## src/rtl/calendar_counter.sv

```systemverilog
// calendar_counter
//   Calendar date keeper for the alarm clock. Advances one day per day_tick,
//   handles month lengths, leap years and the 4095->0 year wrap, and applies
//   user edits while set_mode is high. Ticks that arrive during set_mode are
//   remembered in a single pending flag and applied once set_mode drops.
//
// Ports
//   clk             in   1   system clock, rising edge
//   reset           in   1   synchronous active-high reset, highest priority
//   day_tick        in   1   one-cycle pulse: advance date by one day
//   set_mode        in   1   1 = edit mode (edits enabled, ticks deferred)
//   inc_day/dec_day in   1   day edit pulses (set_mode only)
//   inc_month/dec_month in 1 month edit pulses (set_mode only)
//   inc_year/dec_year   in 1 year edit pulses (set_mode only)
//   day             out  6   1..last_day
//   month           out  6   0=Jan .. 11=Dec
//   year            out  12  0..4095
//   last_day        out  6   length of the current month (combinational)
//   month_rollover  out  1   one-cycle pulse, month advanced by a tick
//   year_rollover   out  1   one-cycle pulse, Dec 31 -> Jan 1 by a tick
module calendar_counter #(
  parameter int unsigned START_YEAR = 2018
) (
  input  logic        clk,
  input  logic        reset,
  input  logic        day_tick,
  input  logic        set_mode,
  input  logic        inc_day,
  input  logic        dec_day,
  input  logic        inc_month,
  input  logic        dec_month,
  input  logic        inc_year,
  input  logic        dec_year,
  output logic [5:0]  day,
  output logic [5:0]  month,
  output logic [11:0] year,
  output logic [5:0]  last_day,
  output logic        month_rollover,
  output logic        year_rollover
);

  typedef enum logic [2:0] {
    ED_NONE,
    ED_INC_DAY,
    ED_DEC_DAY,
    ED_INC_MON,
    ED_DEC_MON,
    ED_INC_YR,
    ED_DEC_YR
  } edit_e;

  logic [5:0]  r_day;
  logic [5:0]  r_month;
  logic [11:0] r_year;
  logic        r_pending;
  logic        r_month_ro;
  logic        r_year_ro;

  logic [5:0]  w_last_day;
  logic [5:0]  w_new_len;
  logic [5:0]  w_day_nx;
  logic [5:0]  w_mon_nx;
  logic [11:0] w_yr_nx;
  logic        w_pend_nx;
  logic        w_mro_nx;
  logic        w_yro_nx;
  edit_e       w_edit;

  function automatic logic is_leap(input logic [11:0] y);
    return (((y % 12'd4) == '0) && ((y % 12'd100) != '0)) ||
           ((y % 12'd400) == '0);
  endfunction

  function automatic logic [5:0] month_len(input logic [5:0] m,
                                           input logic [11:0] y);
    case (m)
      6'd1:                    return is_leap(y) ? 6'd29 : 6'd28;
      6'd3, 6'd5, 6'd8, 6'd10: return 6'd30;
      default:                 return 6'd31;
    endcase
  endfunction

  assign w_last_day = month_len(r_month, r_year);

  // One edit per cycle; the first asserted input in priority order wins.
  always_comb begin
    w_edit = ED_NONE;
    if      (inc_day)   w_edit = ED_INC_DAY;
    else if (dec_day)   w_edit = ED_DEC_DAY;
    else if (inc_month) w_edit = ED_INC_MON;
    else if (dec_month) w_edit = ED_DEC_MON;
    else if (inc_year)  w_edit = ED_INC_YR;
    else if (dec_year)  w_edit = ED_DEC_YR;
  end

  always_comb begin
    w_day_nx  = r_day;
    w_mon_nx  = r_month;
    w_yr_nx   = r_year;
    w_pend_nx = r_pending;
    w_mro_nx  = 1'b0;
    w_yro_nx  = 1'b0;
    w_new_len = '0;

    if (!set_mode) begin
      // A live tick and a pending tick in the same cycle: the live one is
      // applied now and the pending one is kept for the next cycle.
      w_pend_nx = r_pending & day_tick;
      if (day_tick || r_pending) begin
        if (r_day < w_last_day) begin
          w_day_nx = r_day + 6'd1;
        end else begin
          w_day_nx = 6'd1;
          w_mro_nx = 1'b1;
          if (r_month >= 6'd11) begin
            w_mon_nx = '0;
            w_yr_nx  = r_year + 12'd1;
            w_yro_nx = 1'b1;
          end else begin
            w_mon_nx = r_month + 6'd1;
          end
        end
      end
    end else begin
      w_pend_nx = r_pending | day_tick;
      case (w_edit)
        ED_INC_DAY: w_day_nx = (r_day >= w_last_day) ? 6'd1 : r_day + 6'd1;
        ED_DEC_DAY: w_day_nx = (r_day <= 6'd1) ? w_last_day : r_day - 6'd1;
        ED_INC_MON: w_mon_nx = (r_month >= 6'd11) ? 6'd0 : r_month + 6'd1;
        ED_DEC_MON: w_mon_nx = (r_month == 6'd0) ? 6'd11 : r_month - 6'd1;
        ED_INC_YR:  w_yr_nx  = r_year + 12'd1;
        ED_DEC_YR:  w_yr_nx  = r_year - 12'd1;
        default:    ;
      endcase
      // Clamp against the length of the resulting month; a no-op for day edits.
      w_new_len = month_len(w_mon_nx, w_yr_nx);
      if (w_day_nx > w_new_len) w_day_nx = w_new_len;
    end
  end

  always_ff @(posedge clk) begin
    if (reset) begin
      r_day      <= 6'd1;
      r_month    <= '0;
      r_year     <= 12'(START_YEAR);
      r_pending  <= 1'b0;
      r_month_ro <= 1'b0;
      r_year_ro  <= 1'b0;
    end else begin
      r_day      <= w_day_nx;
      r_month    <= w_mon_nx;
      r_year     <= w_yr_nx;
      r_pending  <= w_pend_nx;
      r_month_ro <= w_mro_nx;
      r_year_ro  <= w_yro_nx;
    end
  end

  assign day            = r_day;
  assign month          = r_month;
  assign year           = r_year;
  assign last_day       = w_last_day;
  assign month_rollover = r_month_ro;
  assign year_rollover  = r_year_ro;

endmodule

```

## config.mk

```make
export PLATFORM = sky130hd
export DESIGN_NAME = calendar_counter
export DESIGN_NICKNAME = d
export VERILOG_FILES = /design/src/rtl/calendar_counter.sv
export SDC_FILE = /design/constraint.sdc
export NUM_CORES = 1
export LEC_CHECK = 0
export CORE_MARGIN = 1
export CORE_UTILIZATION = 55
export DETAILED_ROUTE_END_ITERATION = 8
export PLACE_DENSITY = 0.82
export SLEW_MARGIN = 25
export SYNTH_ARGS = -nofsm -noshare
export SYNTH_HDL_FRONTEND = slang
export SYNTH_SLANG_ARGS = --single-unit
```

## constraint.sdc

```tcl
create_clock -name clk -period 7.54 [get_ports clk]
set_input_delay 1.885 -clock clk [delete_from_list [all_inputs] [get_ports clk]]
set_output_delay 1.885 -clock clk [all_outputs]
set_load 0.01 [all_outputs]
```

==> out/qor.yml, run 1 <==
outcome:
  status: "finished clean"
synth:
  async_flop_share_pct: 0
  synth_area_leader_cell: "dfxtp_1"
  ys_ff_latch: 27
  synthDistinctLibCells: 85
  yosysWarnings: 0
  synth_area_mm2: 0.00469
  yosysMostFrequentCell: "nor2_1"
  synth-seq-area-share_pct: 11.5
  syn_inst: 696
  synth_edf_count: 0
  netlist.area_leader.share_pct: 11.5
  synth_common_cells: "73 x nor2_1, 70 x a21oi_1, 48 x nand2_1"
  synth_ff_type: "dfxtp_1"
  synth_area_per_cell_um2: 6.73
  synth_area_leaders: "dfxtp_1 12%, a21oi_1 7.5%, nor2_1 5.8%"
placed_design:
  routabilityCongestion: 1.02
  io_buffer_count: 37
  place_hpwl_um: 10900
clocking:
  cts_buffer_depth: 2
  cts_max_level: 1
  cts_root_buf: "clkbuf_8"
  path_clk_slew_ps: 100
  ctsHoldBuffers: 0
  clock_latency_ps: 290
  cts_tree: "yes"
  cts_sinks: 27
  cts_made_buffers: 3
die:
  row_count: 33
  dieArea_mm2: 0.00889
  core_area_mm2: 0.00822
  initial_core_util_pct: 57.0
  die_w_um: 94.3
  io-pin-count: 42
  die_y_um: 94.3
timing:
  worst_slew_pin_slew_ps: 873
  fin_crit_sh_pct: 97.4
  slew_viol_final: 0
  clock_skew_ps: 13.7
  max_freq_mhz: 136
  setup_viol: 0
  hold_violations: 0
  layout_min_cycle_time_ps: 7350
  finalSetupTns_ps: 0
  slew_headroom_pct: 41.8
detailed_routing:
  wl_um: 15200
  drt-initial-drc-count: 551
  wl_per_cell_um: 17.7
  drc: 0
  num_vias: 5854
  antenna_left: 0
  drtPass1Iterations: 5
  via_per_inst: 6.83
global_route:
  grtUsageTotal_pct: 32.0
  grt_pass1_wl_um: 23400
  antenna_found_initial: 0
  grt_max_degree: 28
  grt_pass1_vias: 4993
  grt_overflow_total: 0
critical_path:
  crit_required_ps: 7740
  critPathKind: "input pin to flip-flop"
  end_kind: "flip-flop"
  start_kind: "input pin"
  critical_path_arrival_ps: 7540
  worstPathMaxFanout: 8
min_path:
  hold_path.class: "flip-flop to flip-flop"
final_layout:
  diodes: 0
  final_core_util_pct: 69.5
  synthToLayoutAreaGrowth_pct: 21.8
  drive_above_1_share_pct: 16.6
  nets: 778
pwr:
  p_leak_nw: 2.10
  p_per_area_mw_per_mm2: 93.1
  ir_drop_mv: 0.0850
  power_uw: 531
flow_run:
  maxCapViolCount: 0
[worst paths after layout]
path | start | endpoint | depth (start not counted) | slack (ps)
worst max-delay path | inc_month | day[1] | 21 | 190
worst min-delay path | r_pending | r_pending | 2 | 470
worst max register to register | year[8] | day[1] | 27 | 450
worst min register to register | r_pending | r_pending | 2 | 470
[cell type report]
class                   count  area (um^2)
clock buffers               3         41.3
clock inverters             1         7.51
fillers                   677         2510
inverters                  21         78.8
multi-input cells         593         3990
flip-flops and latches     27          542
well taps                 105          131
repair buffers            107          915
[sequential cells by signal (all words and copies together) (netlist names)]
name and cells:
month 6, year 12, year_rollover 1, month_rollover 1, day 6, r_pending 1
[critical path, stage by stage]
cell and delay (ps):
clkdlybuf4s50_1 480, nor4_4 280, buf_6 170, and4_1 250
a32oi_2 160, xnor2_2 280, nor2_1 100, o311ai_2 320
or4b_4 540, a21o_1 230, o31a_1 320, o21bai_1 200
a31oi_1 130, or4bb_1 530, a211oi_2 230, nor2_1 80
ha_1 280, a211o_1 250, o31a_1 260, or2_2 290
a311oi_2 280
[report_power, final]
| part | switching (mW) | internal, mW |
|---|---|---|
| Clock | 0.0543 | 0.0378 |
| Sequential | 0.0182 | 0.149 |
| Combinational | 0.152 | 0.120 |
[layer usage]
metal | up-vias | part of all wire (%) | global-route usage (%)
met5 | - | 0 | 0
met4 | 0 | 2.5 | 11.0
met3 | 41 | 8.1 | 3.24
met2 | 318 | 48 | 53.3
met1 | 2722 | 42 | 42.7
li1 | 2773 | - | -
[what timing repair did]
item / CTS / global route
setup endpoints to repair: 1 / 10
pin swaps: 0 / 9
buffers inserted: 0 / 3
resized for setup: 1 / 33
[layout by cell type, fill, tap and decap left out, drive strengths merged, types with 13 or more instances in the layout]
cell type	instances
nand3	19
ha	15
nor3	29
clkdlybuf4s50	36
nor2	74
o21ai	35
a21oi	70
xnor2	23
nand4	13
nor4	13
inv	18
buf	70
dfxtp	27
nand2	48
a31oi	17
a211oi	16
[stage by stage]
stage / hold slack (ps) / cell area (um^2) / instances / worst slack [ps]
after floorplan: 441 / 4690 / 698 / 467
after global placement: 449 / 5460 / 850 / 5.72
after detailed placement: 459 / 5460 / 850 / -275
after CTS: 473 / 5520 / 854 / 73.1
after global routing: 521 / 5710 / 857 / -88.3
final: 474 / 5710 / 857 / 193
[logic make-up (layout without fill, tap and decap cells)]
family,after synthesis,count (layout),synth area share (%)
mux,12,12,2.67
buf+inv,78,132,6.97
xor+xnor,30,30,6.17
simple gates,275,275,31.1
flops,27,27,11.5
other cells,2,4,0.160
compound gates,256,256,37.2
fa+ha+maj,16,16,4.22
(Power assumes the default switching activity.)
==> run 2, diff against run 1 <==
- clock period: 7.54 -> 9.2 ns (I/O delays scaled with it)
==> out/qor.yml, run 2 (same netlist as run 1, synthesis figures left out) <==
outcome:
  status: "finished clean"
detailed_routing:
  drt-initial-drc-count: 486  # -12%
  wl_um: 14100  # -6.9%
  wl_per_cell_um: 17.7  # +0.24%
  drc: 0  # unchanged
  drtPass1Iterations: 6  # +1
  num_vias: 5540  # -5.4%
  antenna_left: 0  # unchanged
  via_per_inst: 6.96  # +1.9%
die:
  dieArea_mm2: 0.00889  # unchanged
  die_y_um: 94.3  # unchanged
  initial_core_util_pct: 57.0  # unchanged
  die_w_um: 94.3  # unchanged
  core_area_mm2: 0.00822  # unchanged
  row_count: 33  # unchanged
  io-pin-count: 42  # unchanged
critical_path:
  start_kind: "input pin"
  critPathKind: "input pin to flip-flop"
  worstPathCellList: "clkdlybuf4s50_1 > nor4_4 > nand2_1 > o22ai_1 > xor2_1 > buf_4 > maj3_1 > a221oi_1 > o31ai_1 > and3b_2 > nor3_1 > or4bb_1 > o211ai_1 > nand4_1 > o21ai_0 > nor2_1 > ha_1 > a211o_1 > o31a_1 > or2_2 > a311oi_1"
  crit_path_start: "dec_day"
  worstPathMaxFanout: 10  # +2
  cp.depth: 21  # unchanged
  critical_path_arrival_ps: 8880  # +1340 ps
  crit_required_ps: 9430  # +1690 ps
  crit_buf_inv: 2  # unchanged
  end_kind: "flip-flop"
  rrSetupSlack_ps: 1110  # +660 ps
  rr_endpoint: "day[1]"
  crit_slowest_cell: "nor3_1"
  critPathTopFamily: "simple AND/OR/NAND/NOR gates"
  slowest_delay_ps: 730  # +190 ps
  r2r_cells: 26  # -3.7%
  r2r-start: "year[9]"
  endpoint: "day[1]"
clocking:
  postCtsSetupRepairBufs: 0  # unchanged
  cts_buffer_depth: 2  # unchanged
  cts_sinks: 27  # unchanged
  ctsHoldBuffers: 0  # unchanged
  post_cts_resized: 0  # -1
  cts_tree: "yes"
  cts_made_buffers: 3  # unchanged
  cts_root_buf: "clkbuf_8"
  clock_latency_ps: 300  # about the same
  cts_max_level: 1  # unchanged
  path_clk_slew_ps: 130  # +30 ps
placed_design:
  dp_cells: 792  # -6.8%
  io_buffer_count: 37  # unchanged
  dp_slack_ps: 468  # +743 ps
  place_hpwl_um: 10200  # -6.5%
  routabilityCongestion: 1.02  # -0.67%
global_route:
  antenna_found_initial: 0  # unchanged
  grt_pass1_wl_um: 22800  # -2.6%
  grt_overflow_total: 0  # unchanged
  grt_pass1_vias: 4834  # -3.2%
  grtUsageTotal_pct: 31.3  # -0.69 points
  grt_max_degree: 40  # +43%
pwr:
  intPower_uw: 236  # -23%
  p_leak_nw: 1.73  # -17%
  swShare_pct: 43.6  # +1.4 points
  combinationalPowerShare_pct: 47.4  # -3.8 points
  p_switching_uw: 182  # -19%
  ir_drop_mv: 0.0851  # +0.12%
  power_uw: 418  # -21%
  seq_power_share_pct: 33.0  # +1.5 points
  clkPwrFrac_pct: 19.6  # +2.3 points
  p_per_area_mw_per_mm2: 82.5  # -11%
min_path:
  min_path_cells: 2  # unchanged
  hold_path.class: "flip-flop to flip-flop"
timing:
  worst_slew_pin_slew_ps: 1010  # +133 ps
  max_freq_mhz: 116
  fin_crit_sh_pct: 94.0
  slew_viol_final: 0  # unchanged
  hold_violations: 0  # unchanged
  final.setup.worst_slack_ps: 549  # +356 ps
  layout_min_cycle_time_ps: 8650
  finalSetupTns_ps: 0  # unchanged
  setup_viol: 0  # unchanged
  slew_headroom_pct: 32.6  # -9.2 points
  clock_skew_ps: 15.3  # +1.61 ps
  rsz0062_at_grt: "false"
final_layout:
  mostFrequentLayoutCells: "73 x nor2_1, 70 x a21oi_1, 48 x nand2_1"
  synthToLayoutAreaGrowth_pct: 8.09
  drive_above_1_share_pct: 5.64  # -11 points
  nFillCells: 755  # +12%
  layout.cells.most_common: "nor2_1"
  diodes: 0  # unchanged
  nets: 717  # -7.8%
  largest_register_ffs: 12  # unchanged
  stdcell_count: 796  # -7.1%
flow_run:
  maxCapViolCount: 0  # unchanged
[run 2: cell count changes in the layout (fill, tap and decap cells not counted), moves of 3 or more]
cell and change:
a211oi_2 -3, buf_4 -59, mux2i_1 +3, a211oi_1 +3
[run 2: layout make-up]
class / count / area [um^2] / share of cell area, %
Clock buffer: 3 / 41.3 / 0.815
Clock inverter: 1 / 8.76 / 0.173
Multi-Input combinational cell: 593 / 3830 / 75.5
Inverter: 21 / 78.8 / 1.56
Tap cell: 105 / 131 / 2.59
Sequential cell: 27 / 541 / 10.7
Timing Repair Buffer: 46 / 438 / 8.65
[run 2: power groups by stage]
stage | Combinational, mW | Clock [mW] | Sequential [mW]
6_report | 0.198 | 0.0820 | 0.138
5_1_grt | 0.217 | 0.0859 | 0.140
4_1_cts | 0.194 | 0.0819 | 0.137
3_5_place_dp | 0.193 | 0 | 0.140
3_3_place_gp | 0.187 | 0 | 0.140
2_1_floorplan | 0.149 | 0 | 0.132
[run 2: how the worst min path moves through the flow]
stage                endpoint  slack (ps)  startpoint
floorplan           r_pending         440   r_pending
global placement    r_pending         450   r_pending
detailed placement  r_pending         460   r_pending
CTS                 r_pending         480   r_pending
global route        r_pending         510   r_pending
finish              r_pending         480   r_pending
[run 2: layer usage]
metal,global-route usage (%),share of wire [%]
met5,0,0
met4,10.5,1.9
met3,3.72,8.1
met2,52.1,47
met1,41.6,43
[run 2: worst register-to-register path, cell delays in order (launching register included)]
cell	delay (ps)
dfxtp_1	920
nor2_1	260
a32o_1	360
a221oi_1	550
o211ai_1	190
a211oi_1	880
o31a_1	320
mux2i_1	490
a41oi_1	280
mux2i_1	290
nand2_1	70
o2bb2ai_1	120
o2111ai_1	170
and2_1	210
ha_1	140
inv_1	30
a21oi_1	170
nor2_1	90
nor2_1	330
o311a_1	410
o22ai_1	150
a31oi_1	250
ha_1	280
a211o_1	260
o31a_1	280
or2_2	290
a311oi_1	250
[run 2: metrics by stage]
step / utilization [%] / instance area, um^2 / hold slack (ps)
after global placement: 61.0 / 5010 / 448
after floorplan: - / 4690 / 441
final: 61.6 / 5060 / 482
after global routing: 61.6 / 5060 / 515
after detailed placement: 61.0 / 5010 / 464
after CTS: 61.6 / 5060 / 481
==> run 3, diff against run 2 <==
- CAP_MARGIN: not set -> 20
==> results of run 3 <==
Final layout, timing and power as in run 2 (identical DEF).
==> patch (settings of run 3) <==
The output `month_rollover` loses its register stage (`r_month_ro` becomes a continuous assignment).
--- a/src/rtl/calendar_counter.sv
+++ b/src/rtl/calendar_counter.sv
@@ -144,17 +144,17 @@
       r_month    <= '0;
       r_year     <= 12'(START_YEAR);
       r_pending  <= 1'b0;
-      r_month_ro <= 1'b0;
       r_year_ro  <= 1'b0;
     end else begin
       r_day      <= w_day_nx;
       r_month    <= w_mon_nx;
       r_year     <= w_yr_nx;
       r_pending  <= w_pend_nx;
-      r_month_ro <= w_mro_nx;
       r_year_ro  <= w_yro_nx;
     end
   end
+
+  assign r_month_ro = w_mro_nx;
 
   assign day            = r_day;
   assign month          = r_month;
Function: changed (Yosys sat finds a counterexample within 4 cycles, from zero or initial values and one cycle with reset high).
==> patch against run 3 <==
- worst setup slack lost 0.064 ns
- global-route usage shrank 1.2 points
- wire length shrank 4.1%
- final area grew 0.94%
- sequential cell count shrank 1
- register-to-register slack gained 0.65 ns
- fmax shrank 0.74%
- synthesized area shrank 0.24%
- total power grew 9.8%
- critical path depth grew 4
- worst hold slack lost 0.0099 ns
==> patch: results (changes against run 3) <==
[setup_path]
reg2reg_setup_slack_ns=1.76  ; +0.65 ns
r2r_end=day[0]
cpMaxStageDelayCell=clkdlybuf4s50_1
worstRegToRegCells=32  ; +23%
path_max_fanout=15  ; +5
endpoint=day[0]
critPathTopFamily=compound AO/OA/AOI/OAI gates
cp.arrival_ns=8.89  ; about the same
worstSetupStartpoint=dec_year
cpPeakStageDelay_ns=0.57  ; -0.16 ns

[cells_and_area]
nClkBuffers=3  ; unchanged
final_cells=809  ; +1.6%
fillerInstances=746  ; -1.2%
n_sequential_cell=26  ; -3.7%
clock_cell_area_share_pct=1.40  ; +0.41 points
buf_share_pct=9.35  ; +0.70 points
multi_input_gates=601  ; +1.3%
layout-drive-gt1-share_pct=8.24  ; +2.6 points
nets=730  ; +1.8%
buffers=52  ; +13%
multi_input_area_share_pct=75.0  ; -0.58 points
seq_area_um2=520  ; -3.7%

[placed_design]
dp_slack_ns=0.0810  ; -0.387 ns
dpl_cell_area_um2=5000  ; -0.20%
dpl.hpwl_um=9980  ; -2.3%
gp_congestion=0.924  ; -9.1%
dp_cells=801  ; +1.1%
port_buffers=37  ; unchanged

[power]
p_per_area_nw_per_um2=89.8  ; +8.8%
vdd_ir_drop_max_uv=60.9  ; -28%
power_leakage_nw=1.93  ; +11%

[yosys]
synthCells=701  ; +0.72%
seq_area_frac_synth_pct=11.1  ; -0.40 points
synth_xor_area_share_pct=6.37  ; +0.20 points
synth_area_leaders=dfxtp_1, nor2_1, o21ai_0
synthFlopType=dfxtp_1
synth_compound_area_share_pct=35.9  ; -1.3 points
muxShareOfSynthArea_pct=2.19  ; -0.48 points
synthAdderAreaFrac_pct=4.44  ; +0.22 points
yosys-top-cells-count=nor2_1, nand2_1, o21ai_0, a21oi_1, clkbuf_1
yosys.cell_types.count=90  ; +5.9%

[global_route]
grt_first_pass_wirelength_um=21900  ; -3.9%
grt_max_degree=49  ; +23%
grt_pass1_vias=4627  ; -4.3%
grtUsageTotal_pct=30.1  ; -1.2 points

[detailed_routing]
via_per_inst=6.72  ; -3.5%
firstDrtPassIters=5  ; -1
drt-initial-drc-count=527  ; +8.4%
wirelength_um=13500  ; -4.1%

[sta]
whs_ns=0.472  ; -0.00991 ns
max_slew.worst_pin.slew_ns=0.920  ; -0.0855 ns
setup_slack_ns=0.485  ; -0.0643 ns
finClkSkew_ns=0.00675  ; -0.00852 ns

[outcome]
status=finished clean

[clock_network]
clk_pin_slew_ns=0.11  ; -0.02 ns
h-tree-depth=1  ; unchanged

patch: cell types whose count changed after synthesis, moves of 5 or more:
cell             run 3  this run
and2_1               8         3
buf_2                6        11
clkbuf_1            40        31
o22ai_1             12         5
o21ai_0             34        54
nand2_1             48        66
a21oi_1             70        40
a221oi_1             9         4
nor4_1              12         5
nor2_1              73        87
xor2_1               6        11
o21ai_1              1         9
patch: report_power, final:
group	internal (mW)	switching [mW]	total (mW)
Combinational	0.0928	0.131	0.224
Clock	0.0585	0.0453	0.104
Sequential	0.117	0.0142	0.132
patch: routing by layer:
layer | vias up | share of wire (%) | GRT usage, % | wire length (um)
met5 | - | 0 | 0 | 0
met4 | 0 | 2.1 | 8.33 | 287
met3 | 35 | 7.0 | 3.32 | 952
met2 | 268 | 48 | 51.5 | 6540
met1 | 2514 | 43 | 39.4 | 5760
li1 | 2618 | - | - | -
patch: timing repair:
action,4_1_cts,5_1_grt
endpoints found under the setup margin,0,3
gates resized for setup,0,2
buffers inserted,0,4
